--- src/rtl/reg_op_sequencer.sv ---
// reg_op_sequencer: initiator for a 2-read/1-write register file.
// Accepts one register-to-register command, reads both operands, computes
// the result and writes it back, completing one command every 4 cycles.
module reg_op_sequencer #(
    parameter int Addr_width = 4,
    parameter int data_width = 8
) (
    input  logic                  clk,
    input  logic                  rst_n,
    input  logic                  cmd_valid,
    output logic                  cmd_ready,
    input  logic [2:0]            cmd_op,
    input  logic [Addr_width-1:0] cmd_dst,
    input  logic [Addr_width-1:0] cmd_src1,
    input  logic [Addr_width-1:0] cmd_src2,
    output logic [Addr_width-1:0] rf_addr_r_1,
    output logic [Addr_width-1:0] rf_addr_r_2,
    input  logic [data_width-1:0] rf_data_r_1,
    input  logic [data_width-1:0] rf_data_r_2,
    output logic                  rf_we,
    output logic [Addr_width-1:0] rf_addr_w,
    output logic [data_width-1:0] rf_data_w,
    output logic                  done,
    output logic                  flag_c,
    output logic                  flag_z
);

    typedef enum logic [1:0] {
        IDLE  = 2'd0,
        READ  = 2'd1,
        EXEC  = 2'd2,
        WRITE = 2'd3
    } state_t;

    state_t                state_r;
    state_t                next_state_s;
    logic                  cmd_ready_r;
    logic                  accept_s;
    logic [2:0]            op_r;
    logic [Addr_width-1:0] dst_r;
    logic [Addr_width-1:0] src1_r;
    logic [Addr_width-1:0] src2_r;
    logic [data_width-1:0] a_r;
    logic [data_width-1:0] b_r;
    logic [data_width-1:0] res_r;
    logic                  c_r;
    logic [data_width:0]   alu_s;
    logic                  rf_we_r;
    logic                  done_r;
    logic [Addr_width-1:0] rf_addr_w_r;
    logic                  flag_c_r;
    logic                  flag_z_r;

    // Result with carry in the top bit; the carry meaning depends on the op.
    function automatic logic [data_width:0] alu_calc(
        input logic [2:0]            op,
        input logic [data_width-1:0] a,
        input logic [data_width-1:0] b
    );
        logic [data_width:0] res;
        res = '0;
        case (op)
            3'b000:  res = {1'b0, a} + {1'b0, b};
            3'b001:  res = {1'b0, a} - {1'b0, b};   // top bit is the borrow
            3'b010:  res = {1'b0, a & b};
            3'b011:  res = {1'b0, a | b};
            3'b100:  res = {1'b0, a ^ b};
            3'b101:  res = {a, 1'b0};                // shifted-out MSB lands in carry
            3'b110:  res = {a[0], 1'b0, a[data_width-1:1]};
            3'b111:  res = {1'b0, a};
            default: res = '0;
        endcase
        return res;
    endfunction

    // cmd_ready is registered so it stays low throughout reset.
    assign accept_s    = cmd_valid & cmd_ready_r;
    assign alu_s       = alu_calc(op_r, a_r, b_r);
    assign cmd_ready   = cmd_ready_r;
    assign rf_addr_r_1 = src1_r;
    assign rf_addr_r_2 = src2_r;
    assign rf_we       = rf_we_r;
    assign rf_addr_w   = rf_addr_w_r;
    assign rf_data_w   = res_r;
    assign done        = done_r;
    assign flag_c      = flag_c_r;
    assign flag_z      = flag_z_r;

    // Next-state logic for the IDLE -> READ -> EXEC -> WRITE cycle.
    always_comb begin
        next_state_s = state_r;
        case (state_r)
            IDLE: begin
                if (accept_s) begin
                    next_state_s = READ;
                end else begin
                    next_state_s = IDLE;
                end
            end
            READ:    next_state_s = EXEC;
            EXEC:    next_state_s = WRITE;
            WRITE:   next_state_s = IDLE;
            default: next_state_s = IDLE;
        endcase
    end

    // State register and registered ready (high whenever the next state is IDLE).
    always_ff @(posedge clk or negedge rst_n) begin
        if (!rst_n) begin
            state_r     <= IDLE;
            cmd_ready_r <= 1'b0;
        end else begin
            state_r     <= next_state_s;
            cmd_ready_r <= (next_state_s == IDLE);
        end
    end

    // Latch the command at the handshake; these also drive the read addresses.
    always_ff @(posedge clk or negedge rst_n) begin
        if (!rst_n) begin
            op_r   <= 3'd0;
            dst_r  <= '0;
            src1_r <= '0;
            src2_r <= '0;
        end else if (accept_s) begin
            op_r   <= cmd_op;
            dst_r  <= cmd_dst;
            src1_r <= cmd_src1;
            src2_r <= cmd_src2;
        end
    end

    // Capture operands only in READ, so later writes cannot disturb them.
    always_ff @(posedge clk or negedge rst_n) begin
        if (!rst_n) begin
            a_r <= '0;
            b_r <= '0;
        end else if (state_r == READ) begin
            a_r <= rf_data_r_1;
            b_r <= rf_data_r_2;
        end
    end

    // Register result and carry at the end of EXEC.
    always_ff @(posedge clk or negedge rst_n) begin
        if (!rst_n) begin
            res_r <= '0;
            c_r   <= 1'b0;
        end else if (state_r == EXEC) begin
            res_r <= alu_s[data_width-1:0];
            c_r   <= alu_s[data_width];
        end
    end

    // Write-port strobes are high exactly during WRITE; address holds afterwards.
    always_ff @(posedge clk or negedge rst_n) begin
        if (!rst_n) begin
            rf_we_r     <= 1'b0;
            done_r      <= 1'b0;
            rf_addr_w_r <= '0;
        end else begin
            rf_we_r <= (state_r == EXEC);
            done_r  <= (state_r == EXEC);
            if (state_r == EXEC) begin
                rf_addr_w_r <= dst_r;
            end
        end
    end

    // Flags reflect the last command that completed its write-back.
    always_ff @(posedge clk or negedge rst_n) begin
        if (!rst_n) begin
            flag_c_r <= 1'b0;
            flag_z_r <= 1'b0;
        end else if (state_r == WRITE) begin
            flag_c_r <= c_r;
            flag_z_r <= (res_r == '0);
        end
    end

endmodule

--- config.mk ---
export PLATFORM = sky130hd
export DESIGN_NAME = reg_op_sequencer
export DESIGN_NICKNAME = d
export VERILOG_FILES = /design/src/rtl/reg_op_sequencer.sv
export SDC_FILE = /design/constraint.sdc
export NUM_CORES = 1
export LEC_CHECK = 0
export ABC_AREA = 1
export BUFFER_PORTS_ARGS = -buffer_cell sky130_fd_sc_hd__buf_2
export CAP_MARGIN = 30
export CORE_ASPECT_RATIO = 1.2
export CORE_MARGIN = 1
export CORE_UTILIZATION = 45
export CTS_CLUSTER_DIAMETER = 100
export DETAILED_ROUTE_END_ITERATION = 10
export GPL_TIMING_DRIVEN = 0
export PLACE_DENSITY = 0.75
export SYNTH_ARGS = -nofsm -noshare
export SYNTH_HDL_FRONTEND = slang
export SYNTH_SLANG_ARGS = --single-unit
export TNS_END_PERCENT = 1
--- constraint.sdc ---
create_clock -name clk -period 2.1 [get_ports clk]
set_input_delay 0.105 -clock clk [delete_from_list [all_inputs] [get_ports clk]]
set_output_delay 0.105 -clock clk [all_outputs]
set_load 0.03 [all_outputs]
* Word level (Yosys, flattened, before mapping)
Index checks and enable logic that the tools add are counted.
** Operators by class
- Add/sub/neg operators :: 2
- Bitwise operators :: 4
- Equal/unequal tests :: 10
- Muxes and demuxes :: 3
- Reduce and logical (&&, ||, !) cells :: 4
** Operators by type and width (number)
- 9-bit case mux with 8 select lines :: 1
- 3-bit == test (second input constant) :: 4
- 8-bit by 8-bit adder with 9-bit output :: 1
- 8-bit by 8-bit subtractor with 9-bit output :: 1
- 8-bit bitwise AND :: 1
- 8-bit logical NOT :: 1
- 8-bit OR :: 1
- 2-bit case mux with 4 select lines :: 1
- 8-bit bitwise XOR :: 1
- 3-bit by 2-bit == test with 1-bit output (second input constant) :: 2
- 2-bit == test (second input constant) :: 2
- 2-bit logical NOT :: 2
- 3-bit by 1-bit == test with 1-bit output (second input constant) :: 1
- 3-bit logical NOT :: 1
- 2-bit by 1-bit == test with 1-bit output (second input constant) :: 1
- 1-bit bitwise AND :: 1
- 1-bit two-way mux :: 1
** Storage, ports and cells
- Output and inout bits :: 25
- Logic and storage cells :: 37
- Bits in registers :: 50
- Bits of input ports :: 34

* Logic depth before layout (Yosys ltp)
Gate-level depths: netlist of run 1.
- Depth in word-level cells :: 4
- Gate-level depth with buffers :: 15
- Depth with buffers taken out :: 15

* Least setup slack after synthesis of run 1
Ideal clock, no wire load.
- Path type :: flip-flop to flip-flop
- Start :: register b_r[0]
- End :: register c_r
- Arrival :: 2.105 ns
- Clock period less this slack :: 2.178 ns
- Buffers on the path :: 0
- Cell stages (with the launch flop) :: 15
- Required time :: 2.027 ns
- Setup time :: 0.073 ns
- Path slack :: -0.078 ns
- Cell sequence :: dfrtp_1 > inv_1 > ha_1 > nand2_1 > o31ai_1 > xor2_1 > inv_1 > ha_1 > nand2_1 > inv_1 > a21oi_1 > nand2_1 > nand2_1 > nand3_2 > a21oi_2
** On the way
- Longest elaborated chain between the ends :: 2
- Elaborated cells on any way between the ends :: 3
- Those cells by class :: 2 x add/sub; 1 x mux
** RTL lines
- from (decl) :: line 44 : logic [data_width-1:0] b_r;
- from (signal assigned) :: line 140 : b_r <= rf_data_r_2;
- 8-bit by 8-bit subtractor with 9-bit output / 8-bit by 8-bit adder with 9-bit output (equally long branches) :: line 64, 63
- 9-bit case mux with 8 select lines (*) :: line 62 : case (op)
- to (signal assigned) :: line 151 : c_r <= alu_s[data_width];
- to (decl) :: line 46 : logic c_r;
Every way passes the cells marked *; elsewhere a longest branch is shown, timed or not.
A chain may end at the register's enable or synchronous reset.

* Final worst setup path of run 1
- Start :: register op_r[2]
- End :: register res_r[7] (netlist: rf_data_w[7])
** On the way
- Longest elaborated chain between the ends :: 2
- Elaborated cells on any way between the ends :: 9
- Those cells by class :: 7 x eq/ne; 1 x mux; 1 x reduce/logical
** RTL lines
- from (decl) :: line 39 : logic [2:0] op_r;
- from (signal assigned) :: line 126 : op_r <= cmd_op;
- 3-bit == test, or another cell as far along :: line 62
- 9-bit case mux with 8 select lines (*) :: line 62
- to (signal assigned) :: line 150 : res_r <= alu_s[data_width-1:0];
- to (decl) :: line 45 : logic [data_width-1:0] res_r;
Marks and branches as above.

==> out/qor.yml, run 1 <==
clocking:
  cts_tree: "built"
  insertion_delay_ns: 0.32
  clk_pin_slew_ns: 0.11
  cts_sinks: 50
  cts_buffers: 5
  clockBufferDepth: 2
  root_buffer: "clkbuf_8"
  h-tree-depth: 2
grt:
  first_global_vias: 2844
  antenna_found_initial: 0
  grt_pass1_wl_um: 13500
  grt_start_max_net_pins: 43
  gr-total-overflow: 0
  track_usage_pct: 23.2
floorplan:
  die_w_um: 79.0
  core_sq_um: 6850
  die-area_sq_um: 7460
  start_util_pct: 46.7
  die_h_um: 94.4
  row_count: 33
  num_io_pins: 59
layout:
  fin_area_sq_um: 4160
  area_delta_synth_final_pct: 30.1
  diodes: 0
  nets: 545
  drive_above_1_share_pct: 32.6
timing:
  rsz0062_at_grt: "yes"
  setup_viol: 6
  tightest_slew_ns: 0.455
  slew_headroom_pct: 69.7
  drv_slew: 0
  max_freq_ghz: 0.451
  fin_setup_tns_ns: -0.431
  fin_worst_skew_ns: 0.0143
  final.setup.worst_slack_ns: -0.118
  hold_viol_final: 0
  final.period_utilization_pct: 106
  period_minus_slack_ns: 2.22
drt:
  wl_per_cell_um: 14.2
  drc: 0
  vias_per_cell: 5.09
  drtIter0Drc: 209
  drtAntennaViolNets: 0
  vias: 2896
  wl_um: 8070
  dr.pass1.iters: 4
critical_path:
  path_class: "flop to flop"
  crit_path_max_fanout: 6
  end_kind: "flop"
  cp.required_ns: 2.35
  cp-start-kind: "flop"
  arrival_ns: 2.47
placed_design:
  place.gp.congestion: 0.895
  place_ws_ns: -0.284
  dp.final_hpwl_um: 5660
  port_buffers: 58
  placed_area_sq_um: 3630
synth:
  synth-seq-area-share_pct: 39.1
  synth-seq-cells: 50
  synth_nets: 450
  syn_inst: 386
  postSynthAreaPerCell_sq_um: 8.29
  async_flop_share_pct: 100
  synth_edf_count: 0
  yosysWarningCount: 0
  ys.flop_type: "dfrtp_1"
  synth_cell_type_count: 37
  synth_area_sq_um: 3200
run_status:
  status: "complete, but fails checks"
  violations: "negative setup slack"
flow_run:
  max_cap_viol_count: 0
min_path:
  hold_path.class: "input pin to flop"
-- sequential cells by signal, indices dropped and copies added, names as in the netlist --
signal,cells
cmd_ready,1
flag_z,1
rf_data_w,8
c_r,1
rf_addr_r_1,4
flag_c,1
state_r,2
b_r,8
op_r,3
a_r,8
dst_r,4
done,1
rf_addr_r_2,4
rf_addr_w,4
-- per-stage QoR --
step / util, % / std cells / hold slack [ns]
after floorplan: - / 386 / -0.191
after global placement: 52.6 / 531 / 0.314
after detailed placement: 52.9 / 532 / -0.0227
after CTS: 59.3 / 564 / 0.00323
after global routing: 60.8 / 569 / 0.00340
final: 60.8 / 569 / 0.00342
-- critical path, cell delays in order (launching register included) --
cell,delay [ns]
dfrtp_1,0.43
buf_6,0.15
nor2_8,0.11
nand2_8,0.09
clkinv_4,0.07
nor2_2,0.03
xor2_1,0.27
ha_4,0.28
a21oi_2,0.16
nand2_1,0.09
nand2_1,0.11
nand2_1,0.06
nand2_1,0.07
nand3_2,0.07
a21oi_2,0.15
-- per-layer routing --
layer	wire, um	up-vias	GRT usage, %	part of all wire, %
met5	0	-	0	0
met4	153	0	9.70	1.9
met3	355	12	3.48	4.4
met2	4260	74	42.0	53
met1	3300	1364	27.2	41
li1	-	1446	-	-
-- logic make-up after synthesis --
| kind of cell | Yosys count | share of synthesized area [%] |
|---|---|---|
| and+or+nand+nor | 179 | 26.4 |
| AOI/OAI and AO/OA | 56 | 9.50 |
| buffers and inverters | 53 | 7.15 |
| DFF | 50 | 39.1 |
| adders and majority gates | 30 | 12.0 |
| muxes | 12 | 4.22 |
| xor gates and xnor gates | 6 | 1.64 |
-- cell type report --
| class | instances | area, sq um |
|---|---|---|
| fillers | 622 | 2690 |
| repair buffers | 88 | 556 |
| clock inverters | 3 | 28.8 |
| clock buffers | 5 | 68.8 |
| plain buffers | 10 | 66.3 |
| multi-input cells | 283 | 1920 |
| well taps | 87 | 109 |
| flip-flops and latches | 50 | 1250 |
| inverters | 43 | 166 |
-- cells in the final DEF, fill, tap and decap left out, types with 2 or more instances in the layout --
| cell type | Yosys | final |
|---|---|---|
| clkbuf_1 | 3 | 3 |
| inv_2 | 4 | 9 |
| buf_6 | 3 | 3 |
| nor2_2 | 0 | 3 |
| mux2_2 | 12 | 12 |
| dfrtp_1 | 50 | 50 |
| o22ai_1 | 2 | 2 |
| xor2_1 | 6 | 5 |
| nand4_1 | 8 | 8 |
| nand2_2 | 2 | 8 |
| nand3_1 | 13 | 12 |
| clkinv_4 | 0 | 2 |
| nand3b_1 | 8 | 8 |
| o21ai_1 | 2 | 5 |
| nor2_1 | 41 | 38 |
| ha_4 | 0 | 6 |
| o21ai_0 | 27 | 24 |
| nor2_8 | 2 | 2 |
| dlygate4sd3_1 | 0 | 11 |
| inv_1 | 37 | 32 |
| a21oi_1 | 17 | 12 |
| or2_4 | 0 | 2 |
| nand2_4 | 3 | 4 |
| buf_4 | 1 | 19 |
| a21oi_2 | 2 | 6 |
| ha_1 | 29 | 22 |
| a22oi_1 | 2 | 2 |
| clkbuf_8 | 0 | 5 |
| buf_2 | 2 | 60 |
| o31ai_4 | 0 | 2 |
| nand2_1 | 93 | 85 |
| nand3_2 | 3 | 4 |
-- synthesized netlist by cell type (4+ instances only) --
master	count	area share [%]
o21ai_0	27	4.2
dfrtp_1	50	39
a21oi_1	17	2.7
nand4_1	8	1.6
mux2_2	12	4.2
nand3b_1	8	1.9
nand2_1	93	11
xor2_1	6	1.6
inv_1	37	4.3
inv_2	4	0.47
nor2_1	41	4.8
ha_1	29	11
nand3_1	13	2.0
-- worst paths after layout --
path                                     start           end  slack, ns  cells past startpoint
worst max-delay path                   op_r[2]  rf_data_w[7]      -0.12                     14
worst min-delay path            rf_data_r_2[0]        b_r[0]      0.003                      3
worst max register to register         op_r[2]  rf_data_w[7]      -0.12                     14
worst min register to register    rf_addr_w[1]  rf_addr_w[1]       0.48                      2
max in group asynchronous                rst_n        b_r[5]       1.44                      3
min in group asynchronous                rst_n  rf_addr_w[3]       0.16                      2
-- repair_timing --
| item | CTS | global route |
|---|---|---|
| gates resized for setup | 27 | 16 |
| hold buffers | 11 | 0 |
| buffers inserted | 13 | 5 |
| endpoints found under the hold margin | 60 | 0 |
| setup endpoints to repair | 8 | 7 |
| pin swaps | 23 | 19 |
Power of run 1 is not shown: default switching activity piles up to over one toggle a cycle in this logic, so the estimate is an artifact.
==> inputs of run 2 (changes only) <==
--- a/config.mk
+++ b/config.mk
@@ -6,7 +6,7 @@
 export NUM_CORES = 1
 export LEC_CHECK = 0
 export ABC_AREA = 1
-export BUFFER_PORTS_ARGS = -buffer_cell sky130_fd_sc_hd__buf_2
+export BUFFER_PORTS_ARGS = -buffer_cell sky130_fd_sc_hd__buf_4
 export CAP_MARGIN = 30
 export CORE_ASPECT_RATIO = 1.2
 export CORE_MARGIN = 1
==> out/qor.yml, run 2 (same netlist as run 1, synthesis figures left out) <==
layout:
  drive_above_1_share_pct: 30.5
  nets: 541
  multi_input_area_sq_um: 1880
  layout_commonest_cell: "nand2_1"
  regArea_sq_um: 1250
  area_delta_synth_final_pct: 32.4
  diodes: 0
  fill_cells: 612
  final_cell_mix: "nand2_1 (88), buf_4 (71), dfrtp_1 (50)"
floorplan:
  core_sq_um: 6850
  start_util_pct: 46.7
  num_io_pins: 59
  die-area_sq_um: 7460
  die_h_um: 94.4
  die_w_um: 79.0
  row_count: 33
critical_path:
  cp-start-kind: "flop"
  r2r_start: "op_r[0]"
  end_kind: "flop"
  cp_num_cells: 13
  crit_buf_inv: 2
  crit_path_start: "op_r[0]"
  cp_slowest_stage_delay_ns: 0.39
  path_cells: "buf_6 > nand2_8 > clkinv_4 > nor2_1 > xor2_1 > ha_2 > a21oi_2 > nand2_1 > nand2_2 > nand2_1 > nand2_1 > nand3_1 > a21oi_2"
  crit_slowest_cell: "dfrtp_1"
  reg2reg_slack_ns: -0.01
  reg2reg_to: "rf_data_w[7]"
  endpoint: "rf_data_w[7]"
  critPathTopFamily: "simple AND/OR/NAND/NOR gates"
  rr_worst_depth: 13
  cp.required_ns: 2.36
  path_class: "flop to flop"
  arrival_ns: 2.37
  crit_top_cell: "nand2_1"
  crit_path_max_fanout: 8
clocking:
  cts_sinks: 50
  root_buffer: "clkbuf_8"
  cts_tree: "built"
  clk_pin_slew_ns: 0.10
  h-tree-depth: 2
  insertion_delay_ns: 0.32
  cts_buffers: 5
  clockBufferDepth: 2
drt:
  dr.pass1.iters: 4
  wl_per_cell_um: 13.2
  drtIter0Drc: 172
  wl_um: 7460
  vias: 2835
  vias_per_cell: 5.02
  drc: 0
  drtAntennaViolNets: 0
timing:
  fin_worst_skew_ns: 0.00650
  period_minus_slack_ns: 2.11
  tightest_slew_ns: 0.633
  setup_viol: 2
  whs_ns: -0.00427
  final.period_utilization_pct: 101
  final.setup.worst_slack_ns: -0.0147
  rsz0062_at_grt: "yes"
  hold_viol_final: 2
  slew_headroom_pct: 57.8
  max_freq_ghz: 0.473
  drv_slew: 0
grt:
  grt_start_max_net_pins: 51
  first_global_vias: 2742
  gr-total-overflow: 0
  grt_pass1_wl_um: 12800
  track_usage_pct: 21.6
  antenna_found_initial: 0
flow_run:
  max_cap_viol_count: 0
min_path:
  hold_path.class: "input pin to flop"
  whs_path_depth: 3
run_status:
  violations: "negative hold slack, negative setup slack"
  status: "complete, but fails checks"
placed_design:
  place.gp.congestion: 0.896
  port_buffers: 58
  dp.final_hpwl_um: 5510
  place_ws_ns: -0.273
## run 2: worst min-delay path by stage
stage / start / endpoint / slack, ns
after global routing: cmd_dst[1] / dst_r[1] / 0.0008
after detailed placement: rst_n / rf_addr_w[3] / 0.17
final: rf_data_r_2[1] / b_r[1] / -0.004
after floorplan: rst_n / a_r[0] / -0.19
after CTS: rf_data_r_2[1] / b_r[1] / 0.0001
after global placement: rst_n / rf_addr_w[1] / 0.16
## run 2: timing repair
item,4_1_cts,5_1_grt
hold endpoints to repair,62,0
pin swaps,18,16
setup buffers,11,2
setup endpoints to repair,8,7
resized for setup,26,10
hold buffers,13,0
## run 2: worst register-to-register path, delay by kind of cell, from the launching register on
family / cells / cell delay [ns]
simple gates: 7 / 0.60
flops: 1 / 0.39
fa+ha+maj: 1 / 0.35
compound gates: 2 / 0.30
buf+inv: 2 / 0.22
xor+xnor: 1 / 0.21
## run 2: area by class of cell
class                           count  area share [%]
Clock buffer                        5            1.62
Inverter                           43            3.93
Clock inverter                      3           0.679
Sequential cell                    50            29.5
Tap cell                           87            2.57
Timing Repair Buffer               84            15.7
Buffer                             10            1.56
Multi-Input combinational cell    283            44.4
## run 2: per-stage QoR
stage | instances | cell area, sq um | hold slack, ns | setup TNS (ns) | util [%]
floorplan | 386 | 3210 | -0.191 | 0 | -
global placement | 531 | 3750 | 0.158 | -1.41 | 54.8
detailed placement | 531 | 3750 | 0.169 | -1.61 | 54.8
CTS | 563 | 4170 | 0.000100 | -0.168 | 60.9
global route | 565 | 4240 | 0.000827 | -0.874 | 61.8
finish | 565 | 4240 | -0.00427 | -0.0250 | 61.8
## run 2: routing by layer
metal | GRT usage [%] | vias up | routed length [um]
met5 | 0 | - | 0
met4 | 8.03 | 0 | 88
met3 | 3.29 | 5 | 327
met2 | 37.2 | 70 | 3790
met1 | 27.3 | 1323 | 3250
li1 | - | 1437 | -
Power of run 2 is left out for the same reason.
